`src/rtl/video_frame_writer.sv`:
```
// Camera-to-SDRAM frame writer: packs RGB565 pixel pairs into 32-bit words and
// streams them through a small FIFO to an Avalon-MM write master.
module video_frame_writer #(
  parameter int FIFO_DEPTH = 16
) (
  input  logic        clk,
  input  logic        reset,
  input  logic [1:0]  as_address,
  input  logic        as_write,
  input  logic        as_read,
  input  logic [31:0] as_writedata,
  output logic [31:0] as_readdata,
  input  logic [15:0] pix_data,
  input  logic        pix_valid,
  input  logic        pix_sof,
  output logic [31:0] am_address,
  output logic        am_write,
  output logic [31:0] am_writedata,
  input  logic        am_waitrequest,
  output logic        irq
);

  localparam int AW = $clog2(FIFO_DEPTH);
  localparam logic [AW:0] PTR_ONE = (AW + 1)'(1);

  typedef enum logic [1:0] {S_IDLE, S_WAIT_SOF, S_CAPTURE, S_DRAIN} state_t;

  state_t      state_q, state_d;
  logic [31:0] buf_addr_q, buf_addr_d;
  logic [23:0] pix_count_q, pix_count_d;
  logic        irq_en_q, irq_en_d;
  logic        done_q, done_d;
  logic        ovf_q, ovf_d;
  logic        irq_q, irq_d;
  logic [31:0] rdata_q, rdata_d;
  logic [31:0] push_addr_q, push_addr_d;
  logic [22:0] words_left_q, words_left_d;
  logic [23:0] pix_idx_q, pix_idx_d;
  logic [15:0] low_q, low_d;
  logic [AW:0] wr_ptr_q, wr_ptr_d;
  logic [AW:0] rd_ptr_q, rd_ptr_d;

  // Each FIFO entry carries its own target address so words queued behind a
  // dropped word still land at their true position in the frame.
  logic [31:0] fifo_addr_mem [FIFO_DEPTH];
  logic [31:0] fifo_data_mem [FIFO_DEPTH];

  logic busy, start, fifo_empty, fifo_full, accept, push, push_ok, drop;

  assign busy       = (state_q != S_IDLE);
  assign start      = as_write && (as_address == 2'd2) && as_writedata[0] && !busy;
  assign fifo_empty = (wr_ptr_q == rd_ptr_q);
  assign fifo_full  = (wr_ptr_q[AW] != rd_ptr_q[AW]) && (wr_ptr_q[AW-1:0] == rd_ptr_q[AW-1:0]);
  assign am_write   = !fifo_empty && (words_left_q != '0);
  assign accept     = am_write && !am_waitrequest;
  assign push       = (state_q == S_CAPTURE) && pix_valid && pix_idx_q[0];
  assign push_ok    = push && (!fifo_full || accept);
  assign drop       = push && !push_ok;

  assign am_address   = fifo_empty ? '0 : fifo_addr_mem[rd_ptr_q[AW-1:0]];
  assign am_writedata = fifo_empty ? '0 : fifo_data_mem[rd_ptr_q[AW-1:0]];
  assign as_readdata  = rdata_q;
  assign irq          = irq_q;

  always_comb begin
    state_d      = state_q;
    buf_addr_d   = buf_addr_q;
    pix_count_d  = pix_count_q;
    irq_en_d     = irq_en_q;
    done_d       = done_q;
    ovf_d        = ovf_q;
    rdata_d      = rdata_q;
    push_addr_d  = push_addr_q;
    words_left_d = words_left_q;
    pix_idx_d    = pix_idx_q;
    low_d        = low_q;
    wr_ptr_d     = wr_ptr_q;
    rd_ptr_d     = rd_ptr_q;

    if (as_write && !busy && as_address == 2'd0) buf_addr_d = {as_writedata[31:2], 2'b00};
    if (as_write && !busy && as_address == 2'd1) pix_count_d = {as_writedata[23:1], 1'b0};
    if (as_write && as_address == 2'd2) irq_en_d = as_writedata[1];
    if (as_write && as_address == 2'd3) begin
      if (as_writedata[1]) done_d = 1'b0;
      if (as_writedata[2]) ovf_d = 1'b0;
    end

    if (push) push_addr_d = push_addr_q + 32'd4;
    if (push_ok) wr_ptr_d = wr_ptr_q + PTR_ONE;
    if (accept) rd_ptr_d = rd_ptr_q + PTR_ONE;
    if (accept || drop) words_left_d = words_left_q - 23'd1;
    if (drop) ovf_d = 1'b1;

    // Status sets are applied after the software clears so a set wins.
    case (state_q)
      S_IDLE: begin
        if (start) begin
          ovf_d  = 1'b0;
          done_d = (pix_count_q == '0);
          if (pix_count_q != '0) begin
            state_d      = S_WAIT_SOF;
            push_addr_d  = buf_addr_q;
            words_left_d = pix_count_q[23:1];
          end
        end
      end
      S_WAIT_SOF: begin
        if (pix_valid && pix_sof) begin
          low_d     = pix_data;
          pix_idx_d = 24'd1;
          state_d   = S_CAPTURE;
        end
      end
      S_CAPTURE: begin
        if (pix_valid) begin
          if (!pix_idx_q[0]) low_d = pix_data;
          pix_idx_d = pix_idx_q + 24'd1;
          if (pix_idx_d == pix_count_q) state_d = S_DRAIN;
        end
      end
      S_DRAIN: begin
        if (words_left_q == '0 && fifo_empty) begin
          state_d = S_IDLE;
          done_d  = 1'b1;
        end
      end
      default: state_d = S_IDLE;
    endcase

    if (as_read) begin
      case (as_address)
        2'd0:    rdata_d = buf_addr_q;
        2'd1:    rdata_d = {8'd0, pix_count_q};
        2'd2:    rdata_d = {30'd0, irq_en_q, 1'b0};
        default: rdata_d = {29'd0, ovf_q, done_q, busy};
      endcase
    end

    irq_d = done_d & irq_en_d;
  end

  always_ff @(posedge clk) begin
    if (reset) begin
      state_q      <= S_IDLE;
      buf_addr_q   <= '0;
      pix_count_q  <= '0;
      irq_en_q     <= 1'b0;
      done_q       <= 1'b0;
      ovf_q        <= 1'b0;
      irq_q        <= 1'b0;
      rdata_q      <= '0;
      push_addr_q  <= '0;
      words_left_q <= '0;
      pix_idx_q    <= '0;
      low_q        <= '0;
      wr_ptr_q     <= '0;
      rd_ptr_q     <= '0;
    end else begin
      state_q      <= state_d;
      buf_addr_q   <= buf_addr_d;
      pix_count_q  <= pix_count_d;
      irq_en_q     <= irq_en_d;
      done_q       <= done_d;
      ovf_q        <= ovf_d;
      irq_q        <= irq_d;
      rdata_q      <= rdata_d;
      push_addr_q  <= push_addr_d;
      words_left_q <= words_left_d;
      pix_idx_q    <= pix_idx_d;
      low_q        <= low_d;
      wr_ptr_q     <= wr_ptr_d;
      rd_ptr_q     <= rd_ptr_d;
    end
  end

  always_ff @(posedge clk) begin
    if (push_ok) begin
      fifo_addr_mem[wr_ptr_q[AW-1:0]] <= push_addr_q;
      fifo_data_mem[wr_ptr_q[AW-1:0]] <= {pix_data, low_q};
    end
  end

endmodule

```
`config.mk`:
```
export PLATFORM = sky130hd
export DESIGN_NAME = video_frame_writer
export DESIGN_NICKNAME = d
export VERILOG_FILES = /design/src/rtl/video_frame_writer.sv
export SDC_FILE = /design/constraint.sdc
export NUM_CORES = 1
export LEC_CHECK = 0
export BUFFER_PORTS_ARGS = -buffer_cell sky130_fd_sc_hd__clkbuf_2
export CORE_UTILIZATION = 62
export CTS_CLUSTER_SIZE = 25
export DETAILED_ROUTE_END_ITERATION = 7
export PLACE_DENSITY_LB_ADDON = 0.15
export SLEW_MARGIN = 40
export SYNTH_ARGS = -nofsm -noshare
export SYNTH_HDL_FRONTEND = slang
export SYNTH_SLANG_ARGS = --single-unit
```
`constraint.sdc`:
```
create_clock -name clk -period 7.8 [get_ports clk]
set_input_delay 1.56 -clock clk [delete_from_list [all_inputs] [get_ports clk]]
set_output_delay 1.56 -clock clk [all_outputs]
set_load 0.02 [all_outputs]
```
==> results of run 1 <==
==> through the flow <==
step / cells / power (mW) / hold slack [ns]
detailed placement: 3685 / 7.48 / 0.462
CTS: 3899 / 13.0 / 0.473
global placement: 3673 / 7.46 / 0.458
finish: 3904 / 13.0 / 0.470
global route: 3904 / 13.3 / 0.489
floorplan: 2681 / 7.33 / 0.447
==> power by group <==
part | leakage (nW) | switching [mW] | internal (mW)
Sequential | 10.8 | 0.119 | 6.93
Combinational | 4.51 | 0.203 | 0.109
Clock | 1.86 | 2.34 | 3.28
Total | 17.2 | 2.66 | 10.3
==> layout by cell type (no fill, tap or decap), drive strengths merged, types with 10 or more instances in the layout <==
cell,n
clkbuf,303
and3,15
edfxtp,992
xnor2,46
nor2,146
inv,14
nor4,15
nor2b,27
buf,52
nand3,40
mux4,310
and2,67
nor3,30
nand2,207
xor2,38
nand4,22
or3,11
clkinv,38
dfxtp,198
o21ai,27
clkinvlp,10
ha,12
a21oi,135
a211oi,47
mux2,23
bufinv,14
nand2b,16
==> per-layer routing <==
| layer | routed length [um] | part of all wire [%] | GRT usage [%] | up-vias |
|---|---|---|---|---|
| met5 | 0 | 0 | 0 | - |
| met4 | 3080 | 2.8 | 9.46 | 0 |
| met3 | 7490 | 6.9 | 3.53 | 175 |
| met2 | 55600 | 51 | 48.5 | 1122 |
| met1 | 42500 | 39 | 39.0 | 12998 |
| li1 | - | - | - | 10902 |
==> logic make-up after synthesis <==
logic type	count (synthesis)	share of synthesized area [%]
flip-flops	1190	71.4
AND/OR/NAND/NOR	623	6.47
XOR/XNOR	84	1.56
adder cells (fa/ha/maj)	12	0.318
buffers and inverters	177	1.47
AO/OA/AOI/OAI	255	3.30
other	1	0.00794
multiplexers	338	15.4
==> area by class of cell <==
type	instances	area, um2	area share, %
tap	969	1210	2.27
sequential	1190	33800	63.3
multi-input combinational	1314	13000	24.3
timing repair buffer	205	1540	2.89
inverter	12	45.0	0.0844
clock buffer	150	3120	5.84
clock inverter	64	713	1.34
==> critical path: cells and delay by family, from the launching register on <==
family / cells / cell delay (ns)
DFF: 1 / 0.65
muxes: 2 / 0.97
buffers and inverters: 3 / 1.09
and+or+nand+nor: 1 / 0.19
==> state kept, by name, summed over array words and instances (netlist names), 16 cells and up, named ones only <==
register and flops:
fifo_addr_mem 480, fifo_data_mem 512, as_readdata 32, push_addr_q 30, pix_idx_q 24, words_left_q 23, low_q 16, buf_addr_q 30
pix_count_q 23
==> worst max path at each step <==
stage                                end  cells after the start           start
floorplan           fifo_addr_mem[3][10]                      5  am_waitrequest
detailed placement        am_address[21]                      5            flop
global placement    fifo_addr_mem[10][4]                      7  am_waitrequest
finish                  am_writedata[15]                      6            flop
CTS                       am_address[21]                      5            flop
global route              am_address[21]                      6            flop
==> metrics.cfg, run 1 <==
[routing]
drt_pre_antenna_iters = 5
wl_mm = 109
viasPerCell = 6.45
wl_per_cell_um = 27.8
antenna_left = 0
drt_iter0_drc = 2697
drc_errors = 0
num_vias = 25197

[global_routing]
antenna_found_initial = 1
grt_pass1_wl_mm = 163
gr-total-overflow = 0
grt_pass1_vias = 25856
track_usage_pct = 28.6
grt_max_degree = 144

[critical_path]
ff2ff_setup_slack_ns = 3.58
r2r-end = fifo_addr_mem[8][6]
cp-end-kind = output pin
critPathMaxStageDelay_ns = 0.65
worstRegToRegCells = 9
worstPathMaxFanout = 48
worstPathArrival_ns = 3.63
path_cells = buf_12, buf_4, mux4_2, mux4_2, and2_1, clkbuf_2
r2r_start = wr_ptr_q[2]
cpMostUsedCell = mux4_2
start_kind = flop
cp.required_ns = 6.24
critPathSlowestCell = dfxtp_4
worstSetupPathType = flop to output pin

[die]
die_height_um = 278
core-area_um2 = 74900
start_util_pct = 63.0
dieArea_um2 = 77300
ios = 155
rows = 100
fp.dieW_um = 278

[clock_network]
cts_root_buf = clkbuf_16
cts_buffer_depth = 3
post_cts_buffers = 0
clk_latency_ns = 0.69
clock_sinks = 1190
htree_levels = 3
clk_pin_slew_ns = 0.06
cts_tree = done
hold_buffers = 0
cts.repair.resized = 0
cts_buffers = 115

[layout]
fin_util_pct = 71.2
area_delta_synth_final_pct = 13.0
layout-drive-gt1-share_pct = 26.1
fin_area_um2 = 53400
num_antenna_cells = 0
nNetsFinal = 2907
fill_cells = 4535

[min_path]
whs_endpoint = as_readdata[26]
hold_path.class = flop to flop
min_path_cells = 2
worstHoldStart = as_readdata[26]

[timing]
rsz0062_at_grt = false
hold_violations = 0
finalClockSkew_ns = 0.0332
worst_pin_slew_ns = 0.866
fin_setup_tns_ns = 0
slew-limit-headroom_pct = 42.2
finalCriticalPeriod_ns = 5.19
setup_viol = 0
fmax_mhz = 193
drv_slew = 0
post-route-period-util_pct = 66.5
fin_ws_ns = 2.61

[power_and_ir_drop]
vdd_drop_max_v = 0.000177
power.leakage_nw = 17.2
p_per_area_nw_per_um2 = 243

[logic_synthesis]
synth_ff_type = edfxtp_1
syn-cell-area_um2 = 47200
avgSynthCellArea_um2 = 17.6
synth-seq-cells = 1190
synth_edf_count = 992
synth.distinct_cells = 71
netlist_instances = 2680
synthTopCellsByArea = edfxtp_1 (63%), mux4_2 (15%), dfxtp_1 (8.4%)
yosys.area.top_type_share_pct = 63.1
synth_most_common_cell = edfxtp_1
seq_area_frac_synth_pct = 71.4
yosys_warnings = 0
synth_commonest_cells = edfxtp_1 (992), mux4_2 (310), nand2_1 (207)
yosys.area.top_type = edfxtp_1
async_flop_share_pct = 0

[placement]
gp_congestion = 0.845
placedInstanceArea_um2 = 49400
pre_cts_slack_ns = 3.05
io_buffers = 152
dpl.hpwl_mm = 59.2

[job]
max_cap_viol_count = 0

[outcome]
status = complete, no violations

No activity file was read; power rests on OpenSTA's default activity.
==> inputs of run 2 (changes only) <==
--- a/config.mk
+++ b/config.mk
@@ -6,7 +6,7 @@
 export NUM_CORES = 1
 export LEC_CHECK = 0
 export BUFFER_PORTS_ARGS = -buffer_cell sky130_fd_sc_hd__clkbuf_2
-export CORE_UTILIZATION = 62
+export CORE_UTILIZATION = 56
 export CTS_CLUSTER_SIZE = 25
 export DETAILED_ROUTE_END_ITERATION = 7
 export PLACE_DENSITY_LB_ADDON = 0.15
==> constraint.sdc (replaced) <==
create_clock -name clk -period 4.2 [get_ports clk]
set_input_delay 0.84 -clock clk [delete_from_list [all_inputs] [get_ports clk]]
set_output_delay 0.84 -clock clk [all_outputs]
set_load 0.02 [all_outputs]
==> metrics.cfg, run 2 (same netlist as run 1, synthesis figures left out) <==
[routing]
wl_mm = 105  ; was 109 mm
num_vias = 24991  ; was 25197
wl_per_cell_um = 26.0  ; was 27.8 um
drc_errors = 0  ; unchanged
drt_iter0_drc = 2382  ; was 2697
drt_pre_antenna_iters = 6  ; was 5
viasPerCell = 6.18  ; was 6.45
antenna_left = 0  ; unchanged

[power_and_ir_drop]
power.leakage_nw = 17.4  ; was 17.2 nW
swShare_pct = 20.4  ; was 20.5%
power_frac_comb_pct = 2.4  ; about the same
vdd_drop_max_v = 0.000389  ; was 0.000177 V
sequentialPowerShare_pct = 54.3  ; about the same
p_per_area_nw_per_um2 = 448  ; was 243 nW/um2
switching_power_mw = 4.92  ; was 2.66 mW
fin_total_pwr_mw = 24.1  ; was 13.0 mW
p_int_mw = 19.1  ; was 10.3 mW
clockPowerShare_pct = 43.2  ; was 43.3%

[global_routing]
grt_pass1_wl_mm = 159  ; was 163 mm
track_usage_pct = 25.0  ; was 28.6%
grt_pass1_vias = 25706  ; was 25856
grt_max_degree = 106  ; was 144
gr-total-overflow = 0  ; unchanged
antenna_found_initial = 3  ; was 1

[job]
max_cap_viol_count = 0  ; unchanged

[clock_network]
hold_buffers = 0  ; unchanged
clk_latency_ns = 0.68  ; was 0.69 ns
cts_buffers = 117  ; was 115
cts_buffer_depth = 3  ; unchanged
cts.repair.resized = 0  ; unchanged
clk_pin_slew_ns = 0.06  ; about the same
cts_tree = done  ; unchanged
post_cts_buffers = 0  ; unchanged
clock_sinks = 1190  ; unchanged
cts_root_buf = clkbuf_16  ; unchanged
htree_levels = 3  ; unchanged

[critical_path]
cp-end-kind = output pin  ; unchanged
cp.required_ns = 3.36  ; was 6.24 ns
start_kind = flop  ; unchanged
path_delay_family = multiplexers  ; was buffers and inverters
worstRegToRegCells = 8  ; was 9
cpMostUsedCell = mux4_2  ; unchanged
cp.depth = 6  ; unchanged
worstPathArrival_ns = 3.17  ; was 3.63 ns
worstSetupPathType = flop to output pin  ; unchanged
ff2ff_setup_slack_ns = 0.53  ; was 3.58 ns
worstPathMaxFanout = 18  ; was 48
path_cells = buf_12, buf_4, mux4_2, mux4_2, and2_1, clkbuf_2  ; unchanged
critPathMaxStageDelay_ns = 0.60  ; was 0.65 ns
critPathBufInv = 3  ; unchanged
critPathSlowestCell = dfxtp_4  ; unchanged

[layout]
nNetsFinal = 2931  ; was 2907
area_delta_synth_final_pct = 13.8  ; was 13.0%
final_common_cell = edfxtp_1  ; unchanged
fill_cells = 5765  ; was 4535
fin_area_um2 = 53800  ; was 53400 um2
layout-drive-gt1-share_pct = 26.6  ; was 26.1%
largest_reg_flops = 512  ; unchanged
fin_util_pct = 64.3  ; was 71.2%
mostFrequentLayoutCells = edfxtp_1 (992), mux4_2 (310), nand2_1 (206)  ; was edfxtp_1 (992), mux4_2 (310), nand2_1 (205)

[die]
dieArea_um2 = 85500  ; was 77300 um2
fp.dieW_um = 292  ; was 278 um
start_util_pct = 56.5  ; was 63.0%
ios = 155  ; unchanged
die_height_um = 292  ; was 278 um
core-area_um2 = 83600  ; was 74900 um2
rows = 106  ; was 100

[min_path]
min_path_cells = 3  ; was 2
hold_path.class = input pin to flop  ; was flop to flop

[outcome]
status = complete, no violations  ; unchanged

[timing]
slew-limit-headroom_pct = 43.6  ; was 42.2%
hold_violations = 0  ; unchanged
fmax_mhz = 249
fin_setup_tns_ns = 0  ; unchanged
drv_slew = 0  ; unchanged
finalCriticalPeriod_ns = 4.01
post-route-period-util_pct = 95.5
finalClockSkew_ns = 0.0196  ; was 0.0332 ns
worst_pin_slew_ns = 0.844  ; was 0.866 ns
rsz0062_at_grt = false  ; unchanged
hold_slack_ns = 0.399  ; was 0.470 ns
setup_viol = 0  ; unchanged

[placement]
dpl.hpwl_mm = 60.0  ; was 59.2 mm
gp_congestion = 0.801  ; was 0.845
placedInstanceArea_um2 = 49900  ; was 49400 um2
io_buffers = 152  ; unchanged

[run 2: worst register-to-register path, cell delays in order (launching register included)]
cell      delay (ns)
dfxtp_1         0.69
xnor2_1         0.18
and4_4          0.25
a221oi_4        0.50
nor3_1          0.16
nor2_2          0.31
nand2_1         0.36
nor2_4          0.63
buf_4           0.30
[run 2: worst paths after layout]
kind / endpoint / startpoint
max: am_address[18] / flop
min: buf_addr_q[28] / as_writedata[28]
max reg2reg: fifo_addr_mem[11][16] / wr_ptr_q[2]
min reg2reg: as_readdata[31] / as_readdata[31]
[run 2: per-stage QoR]
step	cells	setup WS [ns]
floorplan	2681	-0.736
global placement	3823	0.655
detailed placement	3823	0.576
CTS	4043	0.0570
global route	4043	0.0357
finish	4044	0.187
[run 2: power groups by stage]
stage | logic, mW | clock network, mW | registers, mW
after floorplan | 0.379 | 0 | 13.2
after global placement | 0.565 | 0 | 13.3
after detailed placement | 0.582 | 0 | 13.3
after CTS | 0.586 | 10.6 | 13.1
after global routing | 0.646 | 11.0 | 13.1
final | 0.588 | 10.4 | 13.1
[run 2: final cells by class]
cell class / count / area, um2 / share of cell area, %
multi-input combinational: 1314 / 13000 / 24.1
sequential: 1190 / 33800 / 62.8
clock buffer: 165 / 3290 / 6.11
clock inverter: 55 / 598 / 1.11
inverter: 12 / 45.0 / 0.0838
tap: 1080 / 1350 / 2.51
antenna: 1 / 2.50 / 0.00465
timing repair buffer: 227 / 1750 / 3.25
[run 2: layer usage]
layer	up-vias	share of wire (%)	GRT usage [%]
met5	-	0	0
met4	0	3.0	8.39
met3	173	6.8	3.88
met2	961	49	40.7
met1	12893	41	34.8
li1	10964	-	-
